===== config.mk =====
export PLATFORM = sky130hd
export DESIGN_NAME = congestion_estimator
export DESIGN_NICKNAME = d
export VERILOG_FILES = /design/src/rtl/congestion_estimator.sv
export SDC_FILE = /design/constraint.sdc
export NUM_CORES = 1
export LEC_CHECK = 0
export CAP_MARGIN = 20
export CORE_ASPECT_RATIO = 0.9
export CORE_MARGIN = 4
export CORE_UTILIZATION = 40
export CTS_CLUSTER_DIAMETER = 80
export DETAILED_ROUTE_END_ITERATION = 7
export SLEW_MARGIN = 20
export SYNTH_ARGS = -nofsm -noshare
export SYNTH_HDL_FRONTEND = slang
export SYNTH_SLANG_ARGS = --single-unit

===== constraint.sdc =====
create_clock -name clk -period 9.5 [get_ports clk]
set_input_delay 1.425 -clock clk [delete_from_list [all_inputs] [get_ports clk]]
set_output_delay 1.425 -clock clk [all_outputs]
set_load 0.02 [all_outputs]

===== src/rtl/congestion_estimator.sv =====
// Windowed vehicle-event counter with EMA smoothing and a hysteretic, rate-limited 2-bit level.
// Optional stuck-detector supervision is built when CONGESTION_STUCK_DETECT_EN is defined.
module congestion_estimator #(
    parameter int WINDOW_TICKS = 100,
    parameter int CNT_W        = 8,
    parameter int EMA_SHIFT    = 2,
    parameter int TH1          = 4,
    parameter int TH2          = 10,
    parameter int TH3          = 20,
    parameter int HYST         = 2
) (
    input  logic             clk,
    input  logic             rst,
    input  logic             tick,
    input  logic             det_ns,
    input  logic             det_ew,
    output logic [1:0]       congestion_level,
    output logic             level_valid,
    output logic             window_done,
    output logic [CNT_W-1:0] raw_count,
    output logic [CNT_W-1:0] avg_count,
    output logic             det_fault
);
    localparam int TW = (WINDOW_TICKS > 1) ? $clog2(WINDOW_TICKS) : 1;
    localparam logic [CNT_W-1:0] TH1_V = CNT_W'(TH1);
    localparam logic [CNT_W-1:0] TH2_V = CNT_W'(TH2);
    localparam logic [CNT_W-1:0] TH3_V = CNT_W'(TH3);
    localparam logic [CNT_W-1:0] DN1_V = CNT_W'(TH1 - HYST);
    localparam logic [CNT_W-1:0] DN2_V = CNT_W'(TH2 - HYST);
    localparam logic [CNT_W-1:0] DN3_V = CNT_W'(TH3 - HYST);

    typedef enum logic [1:0] {S_COUNT, S_AVG, S_QUANT} state_t;
    state_t state, state_nxt;

    logic [TW-1:0]    tick_cnt;
    logic             close;
    logic [1:0]       det, det_q, rise, fault;
    logic [CNT_W-1:0] acc, acc_sum;
    logic [CNT_W:0]   acc_ext;
    logic             seeded;

    assign det         = {det_ew, det_ns};
    assign close       = tick && (tick_cnt == TW'(WINDOW_TICKS - 1));
    assign window_done = close;
    assign rise        = det & ~det_q & ~fault;
    assign det_fault   = |fault;

`ifdef CONGESTION_STUCK_DETECT_EN
    localparam int SW = $clog2(2 * WINDOW_TICKS + 1);
    localparam logic [SW-1:0] STUCK_LIM = SW'(2 * WINDOW_TICKS);

    // Per lane: ticks spent continuously high; a low level rearms the lane.
    for (genvar l = 0; l < 2; l++) begin : g_stuck
        logic [SW-1:0] stuck;
        assign fault[l] = (stuck == STUCK_LIM);
        always_ff @(posedge clk or posedge rst) begin
            if (rst)                       stuck <= '0;
            else if (!det[l])              stuck <= '0;
            else if (tick && !fault[l])    stuck <= stuck + 1'b1;
        end
    end
`else
    assign fault = 2'b00;
`endif

    // Saturating accumulate: up to two events per cycle.
    assign acc_ext = {1'b0, acc} + (CNT_W+1)'(rise[0]) + (CNT_W+1)'(rise[1]);
    assign acc_sum = acc_ext[CNT_W] ? '1 : acc_ext[CNT_W-1:0];

    // EMA step in signed CNT_W+1 arithmetic, result clamped to the unsigned range.
    logic signed [CNT_W:0]   diff, step;
    logic signed [CNT_W+1:0] ema_sum;
    logic [CNT_W-1:0]        ema;

    always_comb begin
        diff    = $signed({1'b0, raw_count}) - $signed({1'b0, avg_count});
        step    = diff >>> EMA_SHIFT;
        ema_sum = $signed({2'b00, avg_count}) + $signed({step[CNT_W], step});
        if (ema_sum[CNT_W+1])  ema = '0;
        else if (ema_sum[CNT_W]) ema = '1;
        else                   ema = ema_sum[CNT_W-1:0];
    end

    logic [1:0]       target, level_nxt;
    logic [CNT_W-1:0] down_th;

    always_comb begin
        if (avg_count >= TH3_V)      target = 2'd3;
        else if (avg_count >= TH2_V) target = 2'd2;
        else if (avg_count >= TH1_V) target = 2'd1;
        else                         target = 2'd0;
        case (congestion_level)
            2'd1:    down_th = DN1_V;
            2'd2:    down_th = DN2_V;
            2'd3:    down_th = DN3_V;
            default: down_th = '0;
        endcase
        level_nxt = congestion_level;
        if (target > congestion_level)
            level_nxt = congestion_level + 2'd1;
        else if (target < congestion_level && avg_count < down_th)
            level_nxt = congestion_level - 2'd1;
    end

    always_comb begin
        state_nxt = state;
        case (state)
            S_COUNT: if (close) state_nxt = S_AVG;
            S_AVG:   state_nxt = S_QUANT;
            S_QUANT: state_nxt = S_COUNT;
            default: state_nxt = S_COUNT;
        endcase
    end

    always_ff @(posedge clk or posedge rst) begin
        if (rst) state <= S_COUNT;
        else     state <= state_nxt;
    end

    always_ff @(posedge clk or posedge rst) begin
        if (rst) begin
            tick_cnt         <= '0;
            det_q            <= '0;
            acc              <= '0;
            raw_count        <= '0;
            avg_count        <= '0;
            seeded           <= 1'b0;
            congestion_level <= '0;
            level_valid      <= 1'b0;
        end else begin
            det_q       <= det;
            level_valid <= (state == S_QUANT);
            if (close) begin
                tick_cnt  <= '0;
                acc       <= '0;
                raw_count <= acc_sum;
            end else begin
                if (tick) tick_cnt <= tick_cnt + 1'b1;
                acc <= acc_sum;
            end
            if (state == S_AVG) begin
                avg_count <= seeded ? ema : raw_count;
                seeded    <= 1'b1;
            end
            if (state == S_QUANT) congestion_level <= level_nxt;
        end
    end
endmodule


# == Word level (Yosys, flattened, before mapping) ==
# Cells that the tools add are included.
# totals
register_bits,39
input_bits,5
output_inout_bits,21
elab_cells,52
# classes
addsub,7
order_cmp,6
n_eq_ne,7
mux,15
bitwise,2
reduce_logical,6
# ops
cell,count
2-to-1 mux 8 bit,5
case mux 5 bit (3 select lines),1
2-to-1 mux 7 bit,2
adder 9 x 7 -> 10 bit,1
2-to-1 mux 2 bit,5
adder 8 x 1 -> 9 bit,1
adder 9 x 1 -> 9 bit,1
subtractor 8 x 8 -> 9 bit,1
greater-or-equal comparator 8 x 3 -> 1 bit (second input constant),1
greater-or-equal comparator 8 x 4 -> 1 bit (second input constant),1
greater-or-equal comparator 8 x 5 -> 1 bit (second input constant),1
less-than comparator 8 bit,1
adder 7 x 1 -> 7 bit (second input constant),1
equality test 7 bit (second input constant),1
equality test 2 bit (second input constant),3
equality test 2 x 1 -> 1 bit (second input constant),2
case mux 2 bit (2 select lines),1
nonzero test 2 bit,2
adder 2 x 1 -> 2 bit (second input constant),1
bitwise AND 2 bit,1
greater-than comparator 2 bit,1
logical AND 1 bit,2
logical NOT 2 bit,1
less-than comparator 2 bit,1
other kinds (5),5

# == Depth between registers and ports, before layout ==
# logic_depth
depth_word,8
ltp_mapped,15
mapped_depth_nobuf,15

# == Worst setup path after synthesis ==
# Ideal clock, no wire load.
# synth_timing
path_type,input to output
start,input port tick
end,output port window_done
t_arrival_ns,2.517
required_ns,8.075
path_slack_ns,5.558
stages,6
n_path_buf,2
path_cell_list,and3_1 nand2_1 or4_1 clkbuf_1 inv_1 buf_2
# synth_via
elab_chain_cells,1
# synth_rtl
item,line_no,source
"start, declared",14,"input logic tick,"
logical AND 1 bit,43,assign close = tick && (tick_cnt == TW'(WINDOW_TICKS - 1));
"end, declared",19,"output logic window_done,"
# No other way between the ends.

# == Worst setup path after layout ==
# Ends and elaborated chain as after synthesis.

==> summary.txt <==
Outcome
  • Status: completed

Critical path
  • Crit path kind: input pin to output pin
  • FF-to-FF setup slack: 5.88 ns
  • Worst EP required: 8.08 ns
  • Reg2reg path depth: 14
  • Worst reg2reg startpoint: avg_count[1]
  • CP Capture Type: output pin
  • Setup crit start kind: input pin
  • Worst Setup SP: tick
  • Critical R2R Capture: avg_count[6]
  • Data arrival, critical path: 3.97 ns
  • Maximum fanout along the worst path: 16

Synth
  • Fraction of registers with async set/reset: 1.00
  • Synth area leaders: dfrtp_1 36%, ha_1 12%, nor2_1 5.0%, o21ai_0 4.2%, inv_1 3.9%
  • Post-Syn Instances: 301
  • Total nets after synthesis: 335
  • #FFs+latches synth: 39
  • Yosys top cell area share: 0.360
  • Main flop type after synthesis: dfrtp_1
  • Post-synthesis sequential area ratio: 0.360
  • Library cells used by synthesis: 49
  • Mapped cell area: 2710 µm²
  • EDFF count, synth: 0
  • Dominant cell type by area after synthesis: dfrtp_1
  • Yosys warns: 0
  • Syn_area_per_cell: 9.00 µm²

Min path
  • Worst hold stages: 1
  • Hold Path Sink: state[0]
  • Beginning of the worst hold path: state[1]
  • Hold Crit Class: register to register

Placement
  • GPL Wtd Cong: 0.788
  • Dpl hpwl: 4440 µm
  • Port bufs: 24

Finish
  • Final #Nets: 362
  • Fill cells: 668
  • Most common cell after layout, fill and taps aside: dfrtp_1
  • Layout cells sized above 1: 0.0701
  • Area grow syn2layout: 15.7%
  • Commonest cells after routing, fill and taps aside: 39 x dfrtp_1, 36 x nor2_1, 28 x inv_1, 27 x ha_1, 24 x clkdlybuf4s50_1
  • ANT cells: 0

STA
  • Setup Viol. Count Final: 0
  • Hold Vio Cnt, Final: 0
  • Worst-margin pin slew: 0.518 ns
  • Relative max-transition margin: 0.651
  • RSZ-0062 raised after global routing: no
  • Final period utilization: 0.568
  • Setup Skew: 0.00636 ns
  • Final setup TNS: 0 ns
  • Slew Limit Fails: 0
  • Final Critical Period: 5.39 ns
  • Fmax: 185 MHz

Clock network
  • CTS tree: yes
  • CTS H-tree depth: 2
  • Number of CTS-inserted buffers: 5
  • CTS Hold Bufs: 0
  • Post-CTS setup buffer count: 0
  • CTS sink count: 39
  • Worst skew pair latency: 0.29 ns
  • Max clock buf depth: 2
  • CTS resizes: 0
  • Root buffer cell: clkbuf_8
  • CTS clk-pin slew, worst paths: 0.07 ns

GRT
  • All-Layer GR Usage: 0.154
  • Initial antenna violation count: 0
  • Grt ovf: 0
  • Number of global-route vias before repair: 2058
  • Global-route wire length before repair: 9980 µm
  • Largest net degree at the start of global routing: 40

Floorplanning
  • IO Count: 26
  • Core area: 6590 µm²
  • Row count: 28
  • Die area: 8150 µm²
  • DIE WIDTH: 94.7 µm
  • Initial Util: 0.411
  • Die height: 86.1 µm

Power and ir drop
  • PwrDens: 132 nW/µm²
  • Pint: 0.290 mW
  • Worst IR drop on VDD: 0.122 mV
  • Sw frac: 0.301
  • Clk pwr share: 0.275
  • Leak: 1.40 nW
  • Reg power frac: 0.536
  • Combinational share of power: 0.189
  • Sw Pwr: 0.125 mW
  • Pwr Total: 0.414 mW

Routing
  • DR vias: 2140
  • Initial DRC Count: 89
  • Drt first pass iters: 5
  • Vias per inst: 5.12
  • ANT nets after route: 0
  • Routed len/inst: 13.6 µm
  • WL final: 5690 µm
  • Post-route DRC violation count: 0

Job
  • Max cap viols: 0
power by group through the flow:
stage,combinational (mW),clock [mW],sequential [mW]
after floorplan,0.0638,0,0.219
after global placement,0.0781,0,0.225
after detailed placement,0.0796,0,0.225
after CTS,0.0799,0.118,0.222
after global routing,0.0915,0.126,0.227
final,0.0785,0.114,0.222
through the flow:
step / setup WS (ns) / utilization / cells / hold WS, ns / area, µm²
3_3_place_gp: 4.11 / 0.462 / 411 / 0.447 / 3050
6_report: 4.11 / 0.476 / 418 / 0.455 / 3130
5_1_grt: 3.92 / 0.476 / 418 / 0.480 / 3130
2_1_floorplan: 5.56 / - / 301 / 0.418 / 2710
3_5_place_dp: 4.09 / 0.462 / 411 / 0.437 / 3050
4_1_cts: 4.09 / 0.476 / 418 / 0.457 / 3130
Yosys cell counts, drive strengths merged, types with 5 or more instances:
cell type   n
nand2      16
xnor2      11
and3        5
nand3      10
nor2       36
nor3        9
a31oi       9
xor2        7
inv        29
a21oi      17
o21ai      23
ha         27
dfrtp      39
sequential cells by signal, indices dropped and copies added (netlist names):
register and flops:
acc 8, avg_count 8, congestion_level 2, det_q 2, level_valid 1, raw_count 8, seeded 1, state 2
tick_cnt 7
per-layer routing:
layer | track usage | wire [µm]
met2 | 0.241 | 2550
met5 | 0 | 0
met3 | 0.0289 | 245
met4 | 0.0354 | 51
met1 | 0.220 | 2850
worst max-delay path by stage:
stage,endpoint
after floorplan,window_done
after global placement,window_done
after detailed placement,window_done
after CTS,window_done
after global routing,window_done
final,window_done
worst max-delay path: stages:
cell	delay, ns
clkdlybuf4s50_1	0.56
and3_1	0.21
nand2_1	0.05
or4_1	0.62
inv_1	0.40
clkdlybuf4s50_1	0.69
final cells by class:
class                   instances  area [µm²]  share of cell area
multi-input cells             227        1600               0.510
flip-flops and latches         39         976               0.312
repair buffers                 25         248              0.0791
inverters                      30         113              0.0359
well taps                      90         113              0.0359
clock buffers                   6        82.6              0.0264
clock inverters                 1        5.00             0.00160
cell families after synthesis:
| logic type | Yosys count | share of synthesized area |
|---|---|---|
| AND/OR/NAND/NOR | 97 | 0.177 |
| AO/OA/AOI/OAI | 77 | 0.193 |
| XOR/XNOR | 18 | 0.0582 |
| buffers and inverters | 35 | 0.0503 |
| adder cells (fa/ha/maj) | 29 | 0.139 |
| other | 1 | 0.00138 |
| multiplexers | 5 | 0.0203 |
| flip-flops | 39 | 0.360 |
No activity file was read; power rests on OpenSTA's default activity.
